[src/rtl/execute_pipe_skid.sv]
// EX/MEM pipeline register with a valid/ready handshake on both sides.
// A 2-entry skid buffer absorbs back-pressure. Side-effect enables are masked on bubbles.
module execute_pipe_skid #(
  parameter int PC_WIDTH       = 20,
  parameter int DATA_WIDTH     = 32,
  parameter int REG_ADDR_WIDTH = 5,
  parameter int CNT_WIDTH      = 16
) (
  input  logic                      clk,
  input  logic                      rst,
  input  logic                      flush,
  input  logic                      in_valid,
  output logic                      in_ready,
  input  logic                      mem_data_rd_en_in,
  input  logic                      mem_data_wr_en_in,
  input  logic [DATA_WIDTH-1:0]     mem_data_in,
  input  logic [DATA_WIDTH-1:0]     alu_data_in,
  input  logic                      reg_wr_en_in,
  input  logic [REG_ADDR_WIDTH-1:0] reg_wr_addr_in,
  input  logic                      write_back_mux_sel_in,
  input  logic                      select_new_pc_in,
  input  logic [PC_WIDTH-1:0]       new_pc_in,
  output logic                      out_valid,
  input  logic                      out_ready,
  output logic                      mem_data_rd_en_out,
  output logic                      mem_data_wr_en_out,
  output logic [DATA_WIDTH-1:0]     mem_data_out,
  output logic [DATA_WIDTH-1:0]     alu_data_out,
  output logic                      reg_wr_en_out,
  output logic [REG_ADDR_WIDTH-1:0] reg_wr_addr_out,
  output logic                      write_back_mux_sel_out,
  output logic                      select_new_pc_out,
  output logic [PC_WIDTH-1:0]       new_pc_out,
  output logic [1:0]                occupancy,
  output logic [CNT_WIDTH-1:0]      stall_cycles
);

  typedef enum logic [1:0] {
    EMPTY = 2'd0,
    ONE   = 2'd1,
    TWO   = 2'd2
  } state_t;

  typedef struct packed {
    logic                      rd_en;
    logic                      wr_en;
    logic [DATA_WIDTH-1:0]     mem_data;
    logic [DATA_WIDTH-1:0]     alu_data;
    logic                      reg_wr_en;
    logic [REG_ADDR_WIDTH-1:0] reg_wr_addr;
    logic                      wb_sel;
    logic                      sel_pc;
    logic [PC_WIDTH-1:0]       new_pc;
  } entry_t;

  state_t               state_q, state_d;
  entry_t               head_q, head_d;
  entry_t               skid_q, skid_d;
  entry_t               in_entry;
  logic                 in_ready_q;
  logic                 out_valid_q;
  logic [1:0]           occ_q;
  logic [CNT_WIDTH-1:0] stall_q, stall_d;
  logic                 in_fire;
  logic                 out_fire;

  assign in_entry = '{
    rd_en:       mem_data_rd_en_in,
    wr_en:       mem_data_wr_en_in,
    mem_data:    mem_data_in,
    alu_data:    alu_data_in,
    reg_wr_en:   reg_wr_en_in,
    reg_wr_addr: reg_wr_addr_in,
    wb_sel:      write_back_mux_sel_in,
    sel_pc:      select_new_pc_in,
    new_pc:      new_pc_in
  };

  assign in_fire  = in_valid & in_ready_q;
  assign out_fire = out_valid_q & out_ready;

  // Next state and payload moves; flush drops everything but leaves payload intact.
  always_comb begin
    state_d = state_q;
    head_d  = head_q;
    skid_d  = skid_q;
    if (flush) begin
      state_d = EMPTY;
    end else begin
      unique case (state_q)
        EMPTY: begin
          if (in_fire) begin
            state_d = ONE;
            head_d  = in_entry;
          end
        end
        ONE: begin
          if (in_fire && out_fire) begin
            head_d = in_entry;
          end else if (in_fire) begin
            state_d = TWO;
            skid_d  = in_entry;
          end else if (out_fire) begin
            state_d = EMPTY;
          end
        end
        TWO: begin
          if (out_fire) begin
            state_d = ONE;
            head_d  = skid_q;
          end
        end
        default: state_d = EMPTY;
      endcase
    end
  end

  // State, payload and registered handshake outputs.
  always_ff @(posedge clk or posedge rst) begin
    if (rst) begin
      state_q     <= EMPTY;
      head_q      <= '0;
      skid_q      <= '0;
      in_ready_q  <= 1'b0;
      out_valid_q <= 1'b0;
      occ_q       <= 2'd0;
    end else begin
      state_q     <= state_d;
      head_q      <= head_d;
      skid_q      <= skid_d;
      in_ready_q  <= (state_d != TWO);
      out_valid_q <= (state_d != EMPTY);
      occ_q       <= state_d;
    end
  end

  // Saturating count of cycles the head was held by the consumer.
  always_comb begin
    stall_d = stall_q;
    if (out_valid_q && !out_ready && (stall_q != '1)) begin
      stall_d = stall_q + 1'b1;
    end
  end

  // Stall counter register; only reset clears it.
  always_ff @(posedge clk or posedge rst) begin
    if (rst) begin
      stall_q <= '0;
    end else begin
      stall_q <= stall_d;
    end
  end

  assign in_ready               = in_ready_q;
  assign out_valid              = out_valid_q;
  assign occupancy              = occ_q;
  assign stall_cycles           = stall_q;
  assign mem_data_rd_en_out     = head_q.rd_en & out_valid_q;
  assign mem_data_wr_en_out     = head_q.wr_en & out_valid_q;
  assign reg_wr_en_out          = head_q.reg_wr_en & out_valid_q;
  assign select_new_pc_out      = head_q.sel_pc & out_valid_q;
  assign mem_data_out           = head_q.mem_data;
  assign alu_data_out           = head_q.alu_data;
  assign reg_wr_addr_out        = head_q.reg_wr_addr;
  assign write_back_mux_sel_out = head_q.wb_sel;
  assign new_pc_out             = head_q.new_pc;

endmodule

[config.mk]
export PLATFORM = sky130hd
export DESIGN_NAME = execute_pipe_skid
export DESIGN_NICKNAME = d
export VERILOG_FILES = /design/src/rtl/execute_pipe_skid.sv
export SDC_FILE = /design/constraint.sdc
export NUM_CORES = 1
export LEC_CHECK = 0
export ABC_CLOCK_PERIOD_IN_PS = 6500
export BUFFER_PORTS_ARGS = -buffer_cell sky130_fd_sc_hd__buf_2
export CORE_MARGIN = 3
export CORE_UTILIZATION = 27
export CTS_CLUSTER_SIZE = 10
export DETAILED_ROUTE_END_ITERATION = 10
export PLACE_DENSITY = 0.53
export SYNTH_ARGS = -nofsm -noshare
export SYNTH_HDL_FRONTEND = slang
export SYNTH_SLANG_ARGS = --single-unit
[constraint.sdc]
create_clock -name clk -period 6.5 [get_ports clk]
set_input_delay 1.3 -clock clk [delete_from_list [all_inputs] [get_ports clk]]
set_output_delay 1.3 -clock clk [all_outputs]
set_load 0.02 [all_outputs]
==> impl_metrics.yaml <==
global_routing:
  grt_max_degree: 122
  grt_usage_pct: 11.3
  gr-total-overflow: 0
  grt_pass1_wl_um: 37100
  antenna_found_initial: 1
  grt_pass1_vias: 6529
clock_network:
  clk_pin_slew_ns: 0.05
  clk_path_buf_depth: 3
  htreeDepth: 1
  clk_latency_ns: 0.53
  cts_setup_buffers: 0
  cts_resized: 0
  ctsHoldBuffers: 0
  cts-root-buf: "clkbuf_16"
  numCtsBuffers: 26
  cts_sinks: 208
  cts_tree: "built"
route:
  vias_per_cell: 4.23
  first_pass_iters: 4
  routed_wl_um: 23100
  vias: 6433
  wl_per_cell_um: 15.2
  dr.first_iter.drc_count: 270
  drc: 0
  antenna_left: 0
synth:
  yosysUniqueCellTypes: 44
  netlist_instances: 891
  ys_async_sr_fraction_pct: 100
  synth_edf_count: 0
  avgSynthCellArea_sq_um: 11.5
  synth_nets: 991
  synth_flop_cell: "dfrtp_1"
  yosys_register_bits: 208
  yosysWarnings: 0
  synth_area_leaders: "dfrtp_1 51%, mux2_2 14%, nand2_1 11%"
  seq_area_frac_synth_pct: 51.0
  synth_top_area_share_pct: 51.0
  synth_top_cell_by_area: "dfrtp_1"
  synth_area_sq_um: 10200
floorplanning:
  num_io_pins: 213
  die_w_um: 200
  rows: 70
  die_area_sq_um: 40200
  start_util_pct: 27.6
  die_h_um: 200
  coreArea_sq_um: 37000
layout:
  drive_gt1_share_pct: 44.2
  n_antenna_cell: 0
  layout-area-overhead-vs-synth_pct: 14.9
  mostFrequentLayoutCell: "nand2_1"
  nets: 1106
  instances_no_fill: 1521
  final_cell_mix: "291 x nand2_1, 212 x buf_2, 208 x dfrtp_1"
timing:
  slew_headroom_pct: 27.3
  setup_viol: 0
  worst_slack_ns: 3.53
  fin_skew_ns: 0.00734
  period_needed_ns: 2.97
  layout_worst_path_cycle_share_pct: 45.7
  worst_pin_slew_ns: 1.09
  drv_slew: 0
  max_freq_ghz: 0.336
  rsz0062_at_grt: "false"
  hold_viol: 0
  tns_ns: 0
setup_path:
  crit_arrival_ns: 3.39
  cp-end-kind: "register"
  cp.required_ns: 6.91
  crit_fanout: 53
  path_class: "input port to register"
  startpoint_type: "input port"
  rrSetupSlack_ns: 3.78
pwr:
  power_leakage_nw: 5.79
  power_density_nw_per_um2: 413
  ir_drop_mv: 0.224
job:
  max-cap-violations: 0
placed_design:
  dp_worst_setup_slack_ns: 2.89
  hpwl_um: 14300
  portBuffers: 212
  gp_congestion: 0.772
  numPlacedInstances: 1482
status:
  status: "completed"
hold_path:
  min_path_type: "register to register"
critical path, stage by stage:
cell and delay [ns]:
buf_2 0.13, a21oi_1 0.30, nand3_4 0.64, buf_4 0.60, mux2_2 0.36
synthesized netlist by cell type (5+ instances only):
library cell  count
nand2_1         291
dfrtp_1         208
mux2_2          128
buf_4            93
mux2_4           60
buf_2            14
clkbuf_1         10
xor2_1            8
buf_12            7
a21oi_1           6
nand3_1           6
nor2_1            6
xnor2_1           6
and2_1            5
buf_6             5
sequential cells by signal (all words and copies together), names as in the netlist:
register,flops
new_pc_out,20
reg_wr_addr_out,5
stall_cycles,16
mem_data_out,32
head_q,4
alu_data_out,32
in_ready,1
skid_q,94
occupancy,2
out_valid,1
write_back_mux_sel_out,1
metal layers:
metal  track usage (%)  vias to the layer above  part of all wire [%]
li1                  -                     3079                     -
met5                 0                        -                 0.056
met4              3.01                        2                   2.6
met2              17.4                      162                    44
met1              15.7                     3149                    48
met3              3.15                       41                   5.4
power by group:
part           internal, mW  switching (mW)  total [mW]
clock                 0.796           0.536        1.33
sequential             1.83           0.296        2.12
combinational         0.707           0.683        1.39
total                  3.33            1.51        4.84
through the flow:
step                      hold WS, ns  power, mW  instance area, sq um  utilization [%]
after global placement          0.486       3.51                 11000             29.7
final                           0.502       4.84                 11700             31.7
after CTS                       0.506       4.93                 11700             31.7
after floorplan                 0.473       3.40                 10200                -
after detailed placement        0.491       3.55                 11000             29.7
after global routing            0.511       5.14                 11700             31.7
cell type report:
type | count | area, sq um
flip-flops and latches | 208 | 5200
clock inverters | 4 | 45.0
multi-input cells | 549 | 4000
repair buffers | 219 | 1130
well taps | 504 | 631
inverters | 2 | 11.3
clock buffers | 35 | 716
fillers | 3859 | 25200
cell families after synthesis:
family                   share of synthesized area (%)
flip-flops                                        51.0
XOR/XNOR                                          1.20
buffers and inverters                             10.0
AO/OA/AOI/OAI                                     1.19
adder cells (fa/ha/maj)                          0.123
AND/OR/NAND/NOR                                   13.4
multiplexers                                      23.1
final timing paths:
kind                         startpoint          endpoint  cells after the start
max in group asynchronous           rst        skid_q[10]                      3
min reg2reg                  skid_q[67]        skid_q[67]                      1
min in group asynchronous           rst        skid_q[20]                      2
max reg2reg                occupancy[0]  mem_data_out[18]                      5
min                          skid_q[67]        skid_q[67]                      1
max                           out_ready        skid_q[56]                      5
Power figures use the tool's default switching activity.
